--- config.mk ---
export PLATFORM = sky130hd
export DESIGN_NAME = onehot_arbiter
export DESIGN_NICKNAME = d
export VERILOG_FILES = /design/src/rtl/onehot_arbiter.sv
export SDC_FILE = /design/constraint.sdc
export NUM_CORES = 1
export LEC_CHECK = 0
export CAP_MARGIN = 25
export CORE_UTILIZATION = 40
export DETAILED_ROUTE_END_ITERATION = 10
export PLACE_DENSITY = 0.66
export SETUP_SLACK_MARGIN = 0.3
export SYNTH_ARGS = -nofsm -noshare
export SYNTH_HDL_FRONTEND = slang
export SYNTH_SLANG_ARGS = --single-unit
--- constraint.sdc ---
create_clock -name clk -period 4.05 [get_ports clk]
set_input_delay 0.81 -clock clk [delete_from_list [all_inputs] [get_ports clk]]
set_output_delay 0.81 -clock clk [all_outputs]
set_load 0.02 [all_outputs]
--- src/rtl/onehot_arbiter.sv ---
// onehot_arbiter: 8-way round-robin arbiter with a registered one-hot grant,
// a binary grant index, and a hold timeout that forcibly revokes a grant
// held for TIMEOUT cycles without release. Every grant is followed by a
// one-cycle GAP state.
//
// Optional feature macro: ARB_SLOT1_EN
//   undefined (default) : requester 1 is never eligible; index 1 is skipped
//   defined             : requester 1 takes part in round-robin like the rest
module onehot_arbiter #(
   parameter int TIMEOUT = 16
) (
   input  logic       clk,
   input  logic       rst,
   input  logic [7:0] req,
   input  logic       done,
   output logic [7:0] gnt,
   output logic [2:0] gnt_sel,
   output logic       gnt_valid,
   output logic       timeout
);

   // Hold limit at the width of the hold counter (legal range 2..255).
   localparam logic [7:0] TIMEOUT_C = 8'(TIMEOUT);

   // Requesters allowed to win arbitration; bit 1 is masked in the default build.
`ifdef ARB_SLOT1_EN
   localparam logic [7:0] ELIG_MASK = 8'hFF;
`else
   localparam logic [7:0] ELIG_MASK = 8'hFD;
`endif

   typedef enum logic [1:0] {
      ST_IDLE  = 2'd0,
      ST_GRANT = 2'd1,
      ST_GAP   = 2'd2
   } state_t;

   state_t       state_r;
   logic [7:0]   counter_r;
   logic [2:0]   last_idx_r;

   logic [7:0]   elig_s;
   logic [3:0]   pick_s;
   logic         pick_found_s;
   logic [2:0]   pick_idx_s;
   logic         owner_req_s;
   logic         hold_expired_s;
   logic         release_s;
   logic         revoke_s;

   // Round-robin search: start one past the last winner and walk upward with
   // wrap; the first eligible index wins. Result is {found, index}.
   function automatic logic [3:0] rr_pick(input logic [7:0] elig,
                                          input logic [2:0] last);
      logic [3:0] res;
      logic [2:0] cand;
      res = 4'b0000;
      for (int k = 1; k <= 8; k++) begin
         cand = last + 3'(k);
         if (!res[3] && elig[cand]) begin
            res = {1'b1, cand};
         end else begin
            res = res;
         end
      end
      return res;
   endfunction

   // 3-to-8 decode of the grant index into the one-hot grant vector.
   function automatic logic [7:0] onehot8(input logic [2:0] idx);
      return 8'h01 << idx;
   endfunction

   // Arbitration and release decisions for the current cycle.
   always_comb begin
      elig_s         = 8'h00;
      pick_s         = 4'b0000;
      pick_found_s   = 1'b0;
      pick_idx_s     = 3'd0;
      owner_req_s    = 1'b0;
      hold_expired_s = 1'b0;
      release_s      = 1'b0;
      revoke_s       = 1'b0;

      elig_s         = req & ELIG_MASK;
      pick_s         = rr_pick(elig_s, last_idx_r);
      pick_found_s   = pick_s[3];
      pick_idx_s     = pick_s[2:0];
      owner_req_s    = req[gnt_sel];
      hold_expired_s = (counter_r == TIMEOUT_C);
      if (state_r == ST_GRANT) begin
         release_s = done || !owner_req_s || hold_expired_s;
         // Timeout only when the limit is the sole reason for the exit.
         revoke_s  = hold_expired_s && !done && owner_req_s;
      end else begin
         release_s = 1'b0;
         revoke_s  = 1'b0;
      end
   end

   // Arbiter FSM with registered grant, index, valid and timeout outputs.
   always_ff @(posedge clk) begin
      if (rst) begin
         state_r    <= ST_IDLE;
         gnt        <= 8'h00;
         gnt_sel    <= 3'd0;
         gnt_valid  <= 1'b0;
         timeout    <= 1'b0;
         counter_r  <= 8'd0;
         last_idx_r <= 3'd7;
      end else begin
         case (state_r)
            ST_IDLE: begin
               timeout <= 1'b0;
               if (pick_found_s) begin
                  state_r    <= ST_GRANT;
                  gnt        <= onehot8(pick_idx_s);
                  gnt_sel    <= pick_idx_s;
                  gnt_valid  <= 1'b1;
                  counter_r  <= 8'd1;
                  last_idx_r <= pick_idx_s;
               end else begin
                  state_r    <= ST_IDLE;
               end
            end

            ST_GRANT: begin
               if (release_s) begin
                  state_r   <= ST_GAP;
                  gnt       <= 8'h00;
                  gnt_valid <= 1'b0;
                  timeout   <= revoke_s;
                  counter_r <= 8'd0;
               end else begin
                  timeout   <= 1'b0;
                  counter_r <= counter_r + 8'd1;
               end
            end

            ST_GAP: begin
               // Single dead cycle; done and requests are not acted on here.
               state_r   <= ST_IDLE;
               timeout   <= 1'b0;
            end

            default: begin
               state_r   <= ST_IDLE;
               gnt       <= 8'h00;
               gnt_valid <= 1'b0;
               timeout   <= 1'b0;
               counter_r <= 8'd0;
            end
         endcase
      end
   end

endmodule

==> results of run 1 <==
## kinds of logic (layout without fill, tap and decap cells)
kind of cell / Yosys count / in the layout / synth area share [%]
simple gates: 83 / 83 / 20.08
compound gates: 60 / 60 / 21.68
mux: 36 / 36 / 22.01
buf+inv: 27 / 42 / 6.508
flops: 26 / 26 / 22.95
xor+xnor: 11 / 11 / 4.579
fa+ha+maj: 4 / 4 / 2.206
## worst register-to-register path: cells and delay by family (launching register included)
family          cells  cell delay [ps]
compound gates      2              610
fa+ha+maj           1              690
buf+inv             1               90
flops               1              340
mux                 2              650
simple gates        3              860
## per-stage QoR
stage	power (W)	util, %	hold slack (ps)
finish	0.002091	47.21	469.6
CTS	0.002088	47.21	469.1
global placement	0.001871	45.91	449.1
floorplan	0.001573	-	480.5
global route	0.002261	47.21	493.8
detailed placement	0.001870	45.91	445.7
## routing by layer
layer,up-vias,track usage [%]
met1,911,25.55
met5,-,0
met4,0,5.849
met2,50,30.35
met3,4,1.905
li1,959,-
## cell type report
cell class	instances	area [sq um]	area share (%)
timing repair buffer	27	260.3	10.07
sequential	26	520.5	20.15
clock buffer	3	41.29	1.598
tap	72	90.09	3.487
multi-input combinational	194	1600	61.94
clock inverter	1	30.03	1.162
inverter	11	41.29	1.598
## where the power goes
part | switching [W] | internal (W) | total (W) | leakage, nW
clock network | 0.0000785 | 0.000132 | 0.000211 | 0.0357
logic | 0.000873 | 0.000642 | 0.00152 | 0.744
registers | 0.0000527 | 0.000313 | 0.000365 | 0.213
## worst paths after layout
check,from,end,slack [ps],depth (start not counted)
worst max-delay path,req[7],gnt[4],710,9
worst min-delay path,gnt[1],gnt[1],470,1
worst max register to register,last_idx_r[1],gnt[2],780,9
worst min register to register,gnt[1],gnt[1],470,1
## sequential cells by signal (all words and copies together) (netlist names)
register	cells
counter_r	8
gnt	8
gnt_sel	3
last_idx_r	3
state_r	2
gnt_valid	1
timeout	1
## placed cells by master, fill, tap and decap left out, drive strengths merged, types with 3 or more instances in the layout
master,instances
clkbuf,3
a211oi,3
nor4,3
nand2b,6
a21o,3
mux2i,18
nor2b,5
o2111ai,3
and3,3
clkdlybuf4s50,23
buf,4
a21oi,14
nand4,3
a32o,7
and2,6
inv,11
a21boi,3
xor2,9
nand3,4
dfxtp,26
o21ai,4
nand2,26
nor2,16
nor3,5
mux4,10
o21bai,3
o211ai,4
ha,4
mux2,8
==> results.md, run 1 <==
* Status: finished, final reports clean
* Setup ws final at 708.8 ps
* Die Y-Extent at slightly below 80 microns
* Data required time of the worst path at approximately 4200 ps
* Initial antenna violation count at 0
* Fmax at about 300 MHz
* PwrDens at 809.4 mW/mm^2
* DP Worst Slack at 464.0 ps
* Routed wl met2 at about 2500 microns
* Minimum clock period at roughly 3300 ps
* Most used DFF post-synth: dfxtp_1
* Via count at about 1,900
* Hold Crit Class: register to register
* Highest cell delay on the worst timing path at slightly above 600 ps
* Nets at 278
* Slowest-stage cell, CP: clkdlybuf4s50_1
* Overflow after GRT at 0
* Drt pass-1 iters at 4
* Final ANT Viol Nets at 0
* LEAKAGE at 0.9926 nW
* Via/cell ratio at a little under 6
* Synth area leader: dfxtp_1
* Critical path's most frequent cell: nand2_1
* Worst-Margin Slew at slightly above 600 ps
* Max-Cap Viols at 0
* Hold_buf cts at 0
* Dpl cells at 330
* Critical path arrival at between 3000 and 4000 ps
* CTS tree: done
* Clock slew seen by the registers of the worst setup and hold paths at about 90 ps
* Total global-route track usage at between 10% and 20%
* RSZ-0062 raised after global routing: false
* Global-route wire length before repair at between 8000 and 9000 microns
* Wire length on met1 at about 2400 microns
* Number of synthesized flops with an enable pin at 0
* Sequence of cells on the critical path: clkdlybuf4s50_1 > mux4_2 > nand2_1 > o211ai_2 > nor2_1 > nand2_1 > a2111oi_0 > nor2b_1 > a32o_1
* Placed Area at 0.002512 sq mm
* CP top delay family: compound AO/OA/AOI/OAI gates
* Mapped Cells at roughly 250
* Post-CTS Setup Inserts at 0
* Largest net degree at the start of global routing at 23
* Yosys reg bits at 26
* Max-slew violation count at 0
* Final std cells w/o fill at about 330
* DRC Markers at 0
* Total wire length after detailed routing at 5182 microns
* Vias in the first global route at roughly 1,900
* Ant diodes at 0
* Fraction of layout cells with a size suffix above 1 at between 10% and 20%
* CTS sink count at 26
* Top sig layer: met4
* Area Growth Syn to Fin at 13.90%
* Finished Cell Area at ~0.0026 sq mm
* Crit. End Element: register
* Post-synth ARST share at 0%
* Top cells by area, synth: dfxtp_1 (23%), mux4_2 (8.9%), mux2i_1 (7.9%)
* Fill cells at 518
* Setup Skew at roughly 7.4 ps
* Post-DP HPWL at ~3900 microns
* I/O pin cnt at 24
* Setup violators final at 0
* Synth top cells by count: dfxtp_1 (26), nand2_1 (26), mux2i_1 (18)
* Syn Std Cell Area at approximately 0.0023 sq mm
* Total Negative Setup Slacks at 0 ps
* Die Wd at 77.31 microns
* Initial DRC count at roughly 160
* Cts repair resizes at 0
* CP max FO at 11
* Yosys cell types at 66
* Yosys Warn Count at 0
* H-tree depth at 1
* Clock buffer depth at 2
* Num CTS Buffers at 3
* Initial Util at 41.45%
* Slew HR at about three fifths
* WS Path Type: input pin to register
* Routed WL per cell at approximately 16 microns
* # port buffers at 23
* Row Count at 27
* Type of origin of the critical path: input pin
* Met3 wire len at roughly 180 microns
* Die area at roughly 0.0060 sq mm
* Post-synth top area share at ~23%
* Average size of a mapped cell at around 9.2 sq um
* Period utilization at 82.50%
* WP buf/inv at 1
* Clk Latency, worst-skew pair at roughly 270 ps
* Core footprint at 0.005473 sq mm
* Post-Syn Nets at 262
* Max IR drop VDD at 395.1 uV
* CTS root buf: clkbuf_8
* Gpl congestion at ~1.0
* Final Hold Vio Count at 0
* Register area share after synthesis at a little under a quarter
(Power assumes the default switching activity.)
==> run 2: changes to the inputs <==
Settings changed: PLACE_DENSITY 0.66 to 0.68.
Clock period 4.05 ns to 3 ns, I/O delays scaled along.
==> run 2 against run 1 <==
Net effect:
- register-to-register slack got worse by 510 ps
- largest cell class unchanged
- worst hold slack got worse by 8.6 ps
- global-route usage is 3.6 points higher
- sequential share of layout area decreased by 4.5 points
- final area is 31% higher
- critical path depth rose by 1
- sequential power increased by 39%
- critical path type is now register to register
- count of clock-buffer cells in the layout unchanged
- clock power grew 36%
- cell count grew 17%
==> results.md, run 2 (synthesized netlist as in run 1, its figures left out) <==
* CP max FO at 8 (-3)
* Clock buffer depth at 2 (unchanged)
* Vias in the first global route at 2,089 (+12%)
* Status: finished, final reports clean
* WHS at 460.9 ps (-8.638 ps)
* Period utilization at between 90% and 100%
* R2r setup slk at 270 ps (-510 ps)
* Area Growth Syn to Fin at 48.76%
* Area of the multi-input gates at 0.001902 sq mm (+19%)
* Largest net degree at the start of global routing at 19 (-17%)
* Max IR drop VDD at 776.5 uV (+97%)
* Clk Latency, worst-skew pair at 270 ps (about the same)
* CTS root buf: clkbuf_8
* Drt pass-1 iters at 4 (unchanged)
* Hold Crit Depth at 2 (+1)
* Row Count at 27 (unchanged)
* Initial Util at 41.45% (unchanged)
* Min-Delay Endpoint: gnt_valid
* Num CTS Buffers at 3 (unchanged)
* Hold_buf cts at 0 (unchanged)
* Depth of the most critical reg-to-reg path at 10 (+1)
* Finished Cell Area at 0.003374 sq mm (+31%)
* Initial antenna violation count at 0 (unchanged)
* Final ANT Viol Nets at 0 (unchanged)
* Critical path arrival at 2960 ps (-550 ps)
* Via/cell ratio at 5.666 (-1.6%)
* Post-DP HPWL at 4602 microns (+17%)
* Initial DRC count at 144 (-8.3%)
* Via count at 2,221 (+15%)
* RSZ-0062 raised after global routing: true
* CP top delay family: simple AND/OR/NAND/NOR gates
* Highest-count cells in the layout ignoring fill and taps: buf_4 (48), dfxtp_1 (24), nand2_1 (22)
* Data required time of the worst path at 3220 ps (-1000 ps)
* Routed WL per cell at 17.22 microns (+11%)
* Core footprint at 0.005473 sq mm (unchanged)
* Register Area at 528.0 sq um (+1.4%)
* Overflow after GRT at 0 (unchanged)
* Placed Area at 0.002831 sq mm (+13%)
* Total Negative Setup Slacks at 0 ps (unchanged)
* Final Hold Vio Count at 0 (unchanged)
* LEAKAGE at 1.324 nW (+33%)
* Setup violators final at 0 (unchanged)
* Nets at 336 (+21%)
* Clock slew seen by the registers of the worst setup and hold paths at 90 ps (about the same)
* Fmax at 366.0 MHz
* Total global-route track usage at 22.19% (+3.6 points)
* Final Util at 61.66% (+14 points)
* DRC Markers at 0 (unchanged)
* # port buffers at 23 (unchanged)
* Die Y-Extent at 77.31 microns (unchanged)
* Max-Cap Viols at 0 (unchanged)
* Total wire length after detailed routing at 6751 microns (+30%)
* Fraction of layout cells with a size suffix above 1 at 46.25% (+31 points)
* Setup Skew at 7.372 ps (+0.006160 ps)
* WS Path Type: register to register
* Worst Min Path Start: gnt_valid
* Global-route wire length before repair at 10,590 microns (+18%)
* Slowest-stage cell, CP: ha_4
* Worst R2R Start: last_idx_r[1]
* Sequence of cells on the critical path: inv_4 > ha_4 > mux2i_4 > buf_6 > mux4_2 > nand2_2 > nor4_2 > a32o_2 > nor3b_4 > a32o_1
* Fill cells at 454 (-12%)
* Die Wd at 77.31 microns (unchanged)
* I/O pin cnt at 24 (unchanged)
* Ant diodes at 0 (unchanged)
* Largest registers: counter_r: 8 flops, gnt: 8 flops
* Minimum clock period at about 2700 ps
* Highest cell delay on the worst timing path at 400 ps (-220 ps)
* Power Total at 0.003998 W (+91%)
* Hold Crit Class: register to register
* Die area at 0.005976 sq mm (unchanged)
* Worst-Margin Slew at 818.8 ps (+198.2 ps)
* Max-slew violation count at 0 (unchanged)
* Commonest non-fill, non-tap cell in the layout: buf_4
* Levels on crit path at 10 (+1)
* Gpl congestion at 0.8600 (-14%)
* Type of origin of the critical path: register
* H-tree depth at 1 (unchanged)
* Crit. End Element: register
* PwrDens at 1185 mW/mm^2 (+46%)
* CTS tree: done
* WP buf/inv at 2 (+1)
* R2R Path End: gnt[7]
* CTS sink count at 26 (unchanged)
* Slew HR at 45.24% (-13 points)
-- run 2: changes by cell type in the layout (fill, tap and decap cells not counted), moves of 6 or more --
cell	before	now
buf_4	4	48
nor2_1	16	10
buf_6	0	10
mux2i_1	18	11
clkdlybuf4s50_1	23	16
-- run 2: final cells by class --
class / count / area share, %
clock inverter: 1 / 0.8899
multi-input combinational: 196 / 56.36
sequential: 26 / 15.65
tap: 72 / 2.670
timing repair buffer: 83 / 21.84
clock buffer: 3 / 1.224
inverter: 11 / 1.372
-- run 2: metal layers --
| layer | vias to the layer above | track usage, % | wire (microns) |
|---|---|---|---|
| met5 | - | 0 | 0 |
| met4 | 0 | 7.358 | 125 |
| met3 | 12 | 2.024 | 204 |
| met2 | 49 | 39.03 | 3597 |
| met1 | 1078 | 28.21 | 2823 |
| li1 | 1082 | - | - |
-- run 2: repair_timing --
action,in CTS,in global routing
setup endpoints to repair,23,23
pin swaps,9,31
resized for setup,40,45
buffers inserted,11,14
gates cloned,2,0
-- run 2: worst max path at each step --
stage | to | startpoint
2_1_floorplan | last_idx_r[2] | last_idx_r[1]
3_3_place_gp | gnt[4] | req[5]
3_5_place_dp | gnt[4] | req[6]
4_1_cts | gnt[2] | last_idx_r[1]
5_1_grt | counter_r[0] | last_idx_r[1]
6_report | gnt[7] | last_idx_r[1]
-- run 2: tightest hold or removal path: stages (launching register included) --
cell     delay [ps]
dfxtp_1         320
nand2_1          50
o21ai_1          50
-- run 2: stage by stage --
step,instances,setup WS (ps)
6_report,392,267.5
5_1_grt,392,145.0
4_1_cts,378,299.6
3_5_place_dp,361,-264.4
3_3_place_gp,361,-257.1
2_1_floorplan,247,164.7
-- run 2: report_power, final --
part / total, W / switching (W) / internal, W
clock network: 0.000288 / 0.000109 / 0.000179
registers: 0.000508 / 0.0000798 / 0.000428
logic: 0.00320 / 0.00160 / 0.00160
